File: config.mk
export PLATFORM = sky130hd
export DESIGN_NAME = id_ex_hazard_stage
export DESIGN_NICKNAME = d
export VERILOG_FILES = /design/src/rtl/id_ex_hazard_stage.sv
export SDC_FILE = /design/constraint.sdc
export NUM_CORES = 1
export LEC_CHECK = 0
export BUFFER_PORTS_ARGS = -buffer_cell sky130_fd_sc_hd__clkbuf_2
export CAP_MARGIN = 40
export CORE_MARGIN = 3
export CORE_UTILIZATION = 34
export DETAILED_ROUTE_END_ITERATION = 6
export GPL_TIMING_DRIVEN = 1
export SLEW_MARGIN = 20
export SYNTH_ARGS = -nofsm -noshare
export SYNTH_HDL_FRONTEND = slang
export SYNTH_SLANG_ARGS = --single-unit
export TNS_END_PERCENT = 10
File: constraint.sdc
create_clock -name clk -period 2.77 [get_ports clk]
set_clock_uncertainty 0.15 [all_clocks]
set_input_delay 0.554 -clock clk [delete_from_list [all_inputs] [get_ports clk]]
set_output_delay 0.554 -clock clk [all_outputs]
set_load 0.005 [all_outputs]
File: src/rtl/id_ex_hazard_stage.sv
// ---------------------------------------------------------------------------
// id_ex_hazard_stage
//   ID/EX pipeline register with a single valid/ready slot. Detects load-use
//   hazards against the instruction held in the slot, bypasses the write-back
//   result into the captured operands, refreshes held operands from write-back
//   while the slot is stalled, supports a synchronous flush and keeps a
//   saturating count of cycles where upstream was stalled.
//
// Ports
//   clk, rst_n                 clock, asynchronous active-low reset
//   i_flush                    synchronous flush (highest priority)
//   i_valid / o_ready          upstream handshake (o_ready is combinational)
//   i_pc .. i_imm              decoded instruction fields and operand data
//   i_wb_wr/i_wb_rd/i_wb_data  write-back port, used for bypass and refresh
//   i_cnt_clr                  synchronous clear of the stall counter
//   o_valid / i_ready          downstream handshake
//   o_pc .. o_ctrl             registered slot contents
//   o_stall_cnt                saturating stall-cycle counter
// ---------------------------------------------------------------------------
module id_ex_hazard_stage #(
  parameter int XLEN     = 32,
  parameter int REG_ADDR = 5,
  parameter int CTRL_W   = 16,
  parameter int CNT_W    = 16
) (
  input  logic                clk,
  input  logic                rst_n,
  input  logic                i_flush,
  input  logic                i_valid,
  output logic                o_ready,
  input  logic [XLEN-1:0]     i_pc,
  input  logic [REG_ADDR-1:0] i_rs1_addr,
  input  logic [REG_ADDR-1:0] i_rs2_addr,
  input  logic                i_rs1_used,
  input  logic                i_rs2_used,
  input  logic [REG_ADDR-1:0] i_rd_addr,
  input  logic                i_reg_wr,
  input  logic                i_mem_rd,
  input  logic [CTRL_W-1:0]   i_ctrl,
  input  logic [XLEN-1:0]     i_rs1_data,
  input  logic [XLEN-1:0]     i_rs2_data,
  input  logic [XLEN-1:0]     i_imm,
  input  logic                i_wb_wr,
  input  logic [REG_ADDR-1:0] i_wb_rd,
  input  logic [XLEN-1:0]     i_wb_data,
  input  logic                i_cnt_clr,
  output logic                o_valid,
  input  logic                i_ready,
  output logic [XLEN-1:0]     o_pc,
  output logic [XLEN-1:0]     o_rs1_data,
  output logic [XLEN-1:0]     o_rs2_data,
  output logic [XLEN-1:0]     o_imm,
  output logic [REG_ADDR-1:0] o_rs1_addr,
  output logic [REG_ADDR-1:0] o_rs2_addr,
  output logic [REG_ADDR-1:0] o_rd_addr,
  output logic                o_reg_wr,
  output logic                o_mem_rd,
  output logic [CTRL_W-1:0]   o_ctrl,
  output logic [CNT_W-1:0]    o_stall_cnt
);

  // Slot registers; outputs are direct copies.
  logic                r_valid;
  logic [XLEN-1:0]     r_pc;
  logic [XLEN-1:0]     r_rs1_data;
  logic [XLEN-1:0]     r_rs2_data;
  logic [XLEN-1:0]     r_imm;
  logic [REG_ADDR-1:0] r_rs1_addr;
  logic [REG_ADDR-1:0] r_rs2_addr;
  logic [REG_ADDR-1:0] r_rd_addr;
  logic                r_reg_wr;
  logic                r_mem_rd;
  logic [CTRL_W-1:0]   r_ctrl;
  logic [CNT_W-1:0]    r_stall_cnt;

  logic                w_hazard;
  logic                w_ready;
  logic                w_accept;
  logic                w_wb_live;
  logic [XLEN-1:0]     w_rs1_cap;
  logic [XLEN-1:0]     w_rs2_cap;
  logic                w_rs1_refresh;
  logic                w_rs2_refresh;
  logic                w_stall;

  localparam logic [CNT_W-1:0] CNT_MAX = '1;

  // Write-back to x0 is architecturally discarded, so it never bypasses.
  assign w_wb_live = i_wb_wr && (i_wb_rd != '0);

  // Load in the slot whose result a source of the incoming instruction needs.
  assign w_hazard = r_valid && r_mem_rd && (r_rd_addr != '0) &&
                    ((i_rs1_used && (i_rs1_addr == r_rd_addr)) ||
                     (i_rs2_used && (i_rs2_addr == r_rd_addr)));

  assign w_ready  = !i_flush && !w_hazard && (!r_valid || i_ready);
  assign w_accept = i_valid && w_ready;
  assign w_stall  = i_valid && !w_ready && !i_flush;

  // Refresh is only meaningful while the slot is held; the sequential block
  // applies it only on that branch.
  assign w_rs1_refresh = w_wb_live && (i_wb_rd == r_rs1_addr);
  assign w_rs2_refresh = w_wb_live && (i_wb_rd == r_rs2_addr);

  // NOTE: every signal written in always_comb gets a default first, so no
  // path leaves it unassigned and no latch is inferred.
  always_comb begin
    w_rs1_cap = i_rs1_data;
    w_rs2_cap = i_rs2_data;
    if (w_wb_live && (i_wb_rd == i_rs1_addr)) w_rs1_cap = i_wb_data;
    if (w_wb_live && (i_wb_rd == i_rs2_addr)) w_rs2_cap = i_wb_data;
  end

  // NOTE: sequential state uses non-blocking assignments so every register
  // samples pre-edge values regardless of statement order.
  always_ff @(posedge clk or negedge rst_n) begin
    if (!rst_n) begin
      r_valid    <= 1'b0;
      r_pc       <= '0;
      r_rs1_data <= '0;
      r_rs2_data <= '0;
      r_imm      <= '0;
      r_rs1_addr <= '0;
      r_rs2_addr <= '0;
      r_rd_addr  <= '0;
      r_reg_wr   <= 1'b0;
      r_mem_rd   <= 1'b0;
      r_ctrl     <= '0;
    end else if (i_flush) begin
      r_valid    <= 1'b0;
      r_pc       <= '0;
      r_rs1_data <= '0;
      r_rs2_data <= '0;
      r_imm      <= '0;
      r_rs1_addr <= '0;
      r_rs2_addr <= '0;
      r_rd_addr  <= '0;
      r_reg_wr   <= 1'b0;
      r_mem_rd   <= 1'b0;
      r_ctrl     <= '0;
    end else if (w_accept) begin
      r_valid    <= 1'b1;
      r_pc       <= i_pc;
      r_rs1_data <= w_rs1_cap;
      r_rs2_data <= w_rs2_cap;
      r_imm      <= i_imm;
      r_rs1_addr <= i_rs1_addr;
      r_rs2_addr <= i_rs2_addr;
      r_rd_addr  <= i_rd_addr;
      r_reg_wr   <= i_reg_wr;
      r_mem_rd   <= i_mem_rd;
      r_ctrl     <= i_ctrl;
    end else if (r_valid && i_ready) begin
      // Slot drained with nothing new: emit a bubble, fields are don't-care.
      r_valid <= 1'b0;
    end else if (r_valid) begin
      // Held slot: keep operands current with results retiring meanwhile.
      if (w_rs1_refresh) r_rs1_data <= i_wb_data;
      if (w_rs2_refresh) r_rs2_data <= i_wb_data;
    end
  end

  always_ff @(posedge clk or negedge rst_n) begin
    if (!rst_n) begin
      r_stall_cnt <= '0;
    end else if (i_cnt_clr) begin
      r_stall_cnt <= '0;
    end else if (w_stall && (r_stall_cnt != CNT_MAX)) begin
      r_stall_cnt <= r_stall_cnt + 1'b1;
    end
  end

  assign o_ready     = w_ready;
  assign o_valid     = r_valid;
  assign o_pc        = r_pc;
  assign o_rs1_data  = r_rs1_data;
  assign o_rs2_data  = r_rs2_data;
  assign o_imm       = r_imm;
  assign o_rs1_addr  = r_rs1_addr;
  assign o_rs2_addr  = r_rs2_addr;
  assign o_rd_addr   = r_rd_addr;
  assign o_reg_wr    = r_reg_wr;
  assign o_mem_rd    = r_mem_rd;
  assign o_ctrl      = r_ctrl;
  assign o_stall_cnt = r_stall_cnt;

endmodule

* Word level (Yosys, flattened, before mapping)
Index checks and enable logic that the tools add are counted.
Word-level totals: register bits 178, bits of input ports 207, output and inout port bits 179, word-level logic and storage cells 87
Operators by class: add/sub/neg operators 1, equal/unequal tests 8, multiplexer cells 33, reduce and logical (&&, ||, !) cells 33
Operators by type and width (count):
- two-way mux 32 bit | 16
- two-way mux 16 bit | 4
- equality test 5 bit | 6
- two-way mux 5 bit | 6
- logical AND 1 bit | 17
- adder 16 x 1 -> 16 bit (second input constant) | 1
- != test 16 bit (second input constant) | 1
- nonzero test 3 bit | 4
- nonzero test 5 bit | 2
- two-way mux 1 bit | 7
- AND reduction 3 bit | 2
- zero test 1 bit | 4
- nonzero test 2 bit | 2
- != test 3 bit (second input constant) | 1
- logical OR 1 bit | 2

* Logic depth before layout (Yosys ltp)
depth in word-level cells 13, mapped depth 9, gate-level depth less buffers 7

* Least setup slack after synthesis
OpenSTA, ideal clock, no wires.
path type input port to flip-flop, start point input i_wb_rd[2], end point register r_rs1_data[10] (netlist: o_rs1_data[10]), setup time 0.121 ns, data arrival time 2.287 ns, data required time 2.499 ns, setup slack 0.212 ns, stages on the path 8, path buffers 2, cell sequence buf_2 or4_4 o21ai_4 nor4_2 a211oi_4 buf_8 mux2i_1 o21ai_2
On the way: longest elaborated chain between the ends 6, elaborated cells between the ends (all ways) 11, those cells by class 2 x eq/ne; 3 x mux; 6 x reduce/logical
Ends and longest elaborated chain:
- start, declared | line 44 | input logic [REG_ADDR-1:0] i_wb_rd,
- nonzero test 5 bit | line 89 | assign w_wb_live = i_wb_wr && (i_wb_rd != '0);
- logical AND 1 bit | line 89
- logical AND 1 bit | line 110 | if (w_wb_live && (i_wb_rd == i_rs1_addr)) w_rs1_cap = i_wb_data;
- two-way mux 32 bit | line 110
- two-way mux 32 bit | line 141 | end else if (w_accept) begin
- two-way mux 32 bit | line 129 | end else if (i_flush) begin
- end signal, assigned | line 144 | r_rs1_data <= w_rs1_cap;
- end signal, assigned | line 158 | if (w_rs1_refresh) r_rs1_data <= i_wb_data;
- end, declared | line 65 | logic [XLEN-1:0] r_rs1_data;
Several ways; a longest one is shown, not always the timed one. A chain may end at the register's enable or synchronous reset.

* Final worst setup path
start point register r_rd_addr[4] (netlist: o_rd_addr[4]), end point output o_ready
On the way: longest elaborated chain between the ends 7, elaborated cells between the ends (all ways) 11, those cells by class 2 x eq/ne; 9 x reduce/logical
Ends and longest elaborated chain:
- start, declared | line 70 | logic [REG_ADDR-1:0] r_rd_addr;
- start signal, assigned | line 149 | r_rd_addr <= i_rd_addr;
- equality test 5 bit (on tied branches) | line 93, 94
- logical AND 1 bit (on tied branches) | line 93, 94
- logical OR 1 bit | line 93 | ((i_rs1_used && (i_rs1_addr == r_rd_addr)) ||
- logical AND 1 bit * | line 92 | assign w_hazard = r_valid && r_mem_rd && (r_rd_addr != '0) &&
- zero test 1 bit * | line 96 | assign w_ready = !i_flush && !w_hazard && (!r_valid || i_ready);
- logical AND 1 bit * (2 in a row) | line 96
- end, declared | line 30 | output logic o_ready,
Every way passes the cells marked *; elsewhere a longest branch is shown, timed or not.

==> run metrics <==
Top delay family on crit path=simple AND/OR/NAND/NOR gates; number of antenna violations at the first check in global routing=4; Filler cells=2,453; layout cell share with drive strength beyond 1=42.07%; Cells after Synth=863; switching share of power=~29%; core area=25,180 um^2; IO buf count=385; Worst Path Buf+Inv=1; Avg Inst Size Synth=10.12 um^2; dpl cells=1,547; WS Path Type=flip-flop to primary output; worst slew pin tran=a little over 800 ps; CTS H-tree depth=4; vias in the first global route=7,573; RSZ-0062 raised after global routing=yes; multiplexer area fraction after synthesis=~7.5%; Worst setup EP type=primary output; DR vias/cell=4.779; first-pass GRT wire length=43.69 mm; 1st-iter DRT viols=428; IO Pins=386; vias after detailed routing=around 7,600; clock latency on the worst-skew pair=420 ps; Die X=166.2 um; synth warn=0; Slew Limit Fails=0; die area=around 28,000 um^2; EDFF count, synth=0; total power=6.441 mW; placer congestion estimate=a little under 0.9; Max-cap violations=0; Synth Area in Compound Gates=15.32%; Reg area=4457 um^2; CP max stage cell=or4_4; CTS max path bufs=2; fin cells=around 1,600; Slew HR=between 40% and 50%; internal power=4.561 mW; total track usage=19.79%; VDD IR max=0.2822 mV; status=finished, violations left; Seq cells post-synth=178; DR pass1 iterations=4; Sw Pwr=approximately 1.9 mW; DRC Markers=0; number of buffers created by CTS=17; failing checks=negative hold slack; PwrDens=around 550 nW/um^2; Yosys cell types=41; nets=roughly 1,500; Worst EP arrival=roughly 2000 ps; hold_buf cts=0; Core Rows=a little under 60; worst endpoint required time=2070 ps; Hold Vio Cnt, Final=1; Top FF cell, synth=dfrtp_1; ys async rst share=100.0%; post-synthesis sequential area ratio=between 50% and 60%; clock period minus worst slack=2697 ps; xor/xnor share of the synthesized area=under 10%; worst hold slack=-7.404 ps; Tightest Hold Check Type=input pin to asynchronous set/reset pin; final WL=27.80 mm; Gate power share=approximately 17%; slowest stage delay, CP=580 ps; largest family of logic cells by synthesized area=simple AND/OR/NAND/NOR gates; area of the multi-input gates=3913 um^2; part of the power in registers=45.4%; crit share post-route=between 90% and 100%; Final ANT Viol Nets=0; critical-path cell list=or4_4, o211ai_1, nor2_1, nor2_1, buf_2; Final Setup Violations=0; synth-to-layout area growth=34.08%; initial core utilization=around a third; Top cell by count, worst path=nor2_1; largest net degree at the start of global routing=between 90 and 100; Leak Pwr=5.617 nW; wire length per cell=roughly 18 um; root buf cell=clkbuf_16; Crit Path Max Fanout=4; Die Y=166.2 um; post-synthesis net count=roughly 1,100; FMAX=370.8 MHz; crit start category=flip-flop; GR Overflow Total=0; Synth Area in Simple Gates=18.42%; HPWL Detailed=20.98 mm; synthesized-area fraction occupied by adder cells=less than 1%; clk slew on worst S/H paths=80 ps; CTS tree=built; CTS sink cnt=approximately 180; Clk pwr share=roughly 37%; mapped cell area=~8700 um^2
[power groups by stage]
stage                     logic (mW)  registers [mW]  clock network (mW)
after detailed placement        1.13            2.97                   0
after global placement          1.12            2.97                   0
after CTS                       1.14            2.93                2.47
final                           1.12            2.92                2.40
after floorplan                0.515            2.98                   0
after global routing            1.24            2.95                2.59
[layout make-up]
cell class / count / area share (%)
Timing Repair Buffer: 419 / 19.98
Clock inverter: 12 / 0.9514
Antenna cell: 2 / 0.04276
Clock buffer: 20 / 3.902
Tap cell: 330 / 3.528
Inverter: 3 / 0.09621
Multi-Input combinational cell: 623 / 33.43
Sequential cell: 178 / 38.08
[layout by cell type (no fill, tap or decap), types with 2 or more instances in the layout]
cell type   netlist  routed
xnor2_1          27      27
o21ai_2          61      61
clkinvlp_4        0       3
o31ai_1           5       5
nor2b_1           4       4
or2_4             2       2
xor2_1            5       5
nor4_2            2       2
nand4_1           6       6
nor2_1            7       7
o21ai_1          13      13
o21ai_0          96      96
inv_6             0       5
buf_4            12      22
diode_2           0       2
dfrtp_1         178     176
or4_4             2       2
nand2_1         172     172
buf_12            0      12
inv_8             0       4
nor4_1            3       3
nand3_1          11      11
a211oi_4          2       4
clkbuf_2          0     383
clkbuf_8          0       2
dfrtp_2           0       2
mux2i_1          65      65
inv_1             3       3
clkbuf_16         0      17
o211ai_1          2       2
or3_1             6       6
or4_1             7       7
nand2b_1        101     101
a21oi_1          11      11
[path summary, 6_finish.rpt]
path	slack [ps]	end	startpoint	depth (start not counted)
min in group clk	170	o_ctrl[1]$_DFFE_PN0N_	i_ctrl[1]	3
min reg2reg	330	o_rs1_data[6]$_DFFE_PN0P_	o_rs1_data[6]$_DFFE_PN0P_	2
max in group asynchronous	1780	o_rs1_data[29]$_DFFE_PN0P_	rst_n	2
max reg2reg	130	o_rs2_data[30]$_DFFE_PN0P_	o_rd_addr[4]$_DFFE_PN0N_	7
min	-7	o_pc[7]$_DFFE_PN0N_	rst_n	1
max	70	o_ready	o_rd_addr[4]$_DFFE_PN0N_	5
[cell usage after synthesis (all sizes together), types with 3 or more instances]
cell | n | area, um^2
or4 | 9 | 75.07
nor2b | 4 | 25.02
a21oi | 12 | 63.81
buf | 31 | 270.3
nand4 | 6 | 37.54
a211oi | 5 | 72.57
xnor2 | 27 | 236.5
nand2 | 172 | 645.6
o21ai | 171 | 1096
clkbuf | 28 | 105.1
nor4 | 5 | 43.79
nor2 | 7 | 26.28
o31ai | 5 | 37.54
nand2b | 101 | 631.9
mux2i | 65 | 650.6
inv | 3 | 11.26
dfrtp | 178 | 4454
or2 | 3 | 23.78
xor2 | 5 | 43.79
nand3 | 11 | 55.05
or3 | 6 | 37.54
[stage by stage]
stage / setup slack (ps) / setup TNS, ps / cell area, um^2 / utilization (%) / hold WS (ps)
final: 73.05 / 0 / 11710 / 46.48 / -7.404
after global routing: -3.044 / -3.044 / 11710 / 46.48 / 27.93
after CTS: 8.000 / 0 / 11680 / 46.40 / 7.221
after detailed placement: 79.15 / 0 / 11080 / 44.01 / 314.1
after global placement: 124.9 / 0 / 11080 / 44.01 / 309.3
after floorplan: 212.2 / 0 / 8730 / - / 108.4
[state kept, by name, summed over array words and instances, names as in the netlist]
register,count
o_ctrl,16
o_imm,32
o_mem_rd,1
o_pc,32
o_rd_addr,5
o_reg_wr,1
o_rs1_addr,5
o_rs1_data,32
o_rs2_addr,5
o_rs2_data,32
o_stall_cnt,16
o_valid,1
[routing by layer]
| layer | part of all wire, % | track usage [%] |
|---|---|---|
| met5 | 0.12 | 0 |
| met4 | 3.1 | 6.851 |
| met3 | 8.1 | 6.879 |
| met2 | 47 | 32.34 |
| met1 | 41 | 24.54 |
[worst reg2reg max path, cell delays in order (launching register included)]
cell and delay, ps:
dfrtp_2 440, or4_4 580, buf_4 160, o211a_4 250
a211oi_4 250, buf_12 290, mux2i_1 350, o21ai_2 70
[kinds of logic (layout without fill, tap and decap cells)]
| group | Yosys count | count (layout) |
|---|---|---|
| compound gates | 200 | 200 |
| other cells | 0 | 2 |
| xor+xnor | 32 | 32 |
| simple gates | 325 | 325 |
| flops | 178 | 178 |
| mux | 65 | 65 |
| fa+ha+maj | 1 | 1 |
| buf+inv | 62 | 454 |
[repair_timing]
action | 4_1_cts | 5_1_grt
pin swaps | 1 | 4
buffers inserted | 4 | 2
gates resized for setup | 2 | 2
endpoints found under the hold margin | 0 | 0
endpoints found under the setup margin | 1 | 1
No activity file was read; power rests on OpenSTA's default activity.
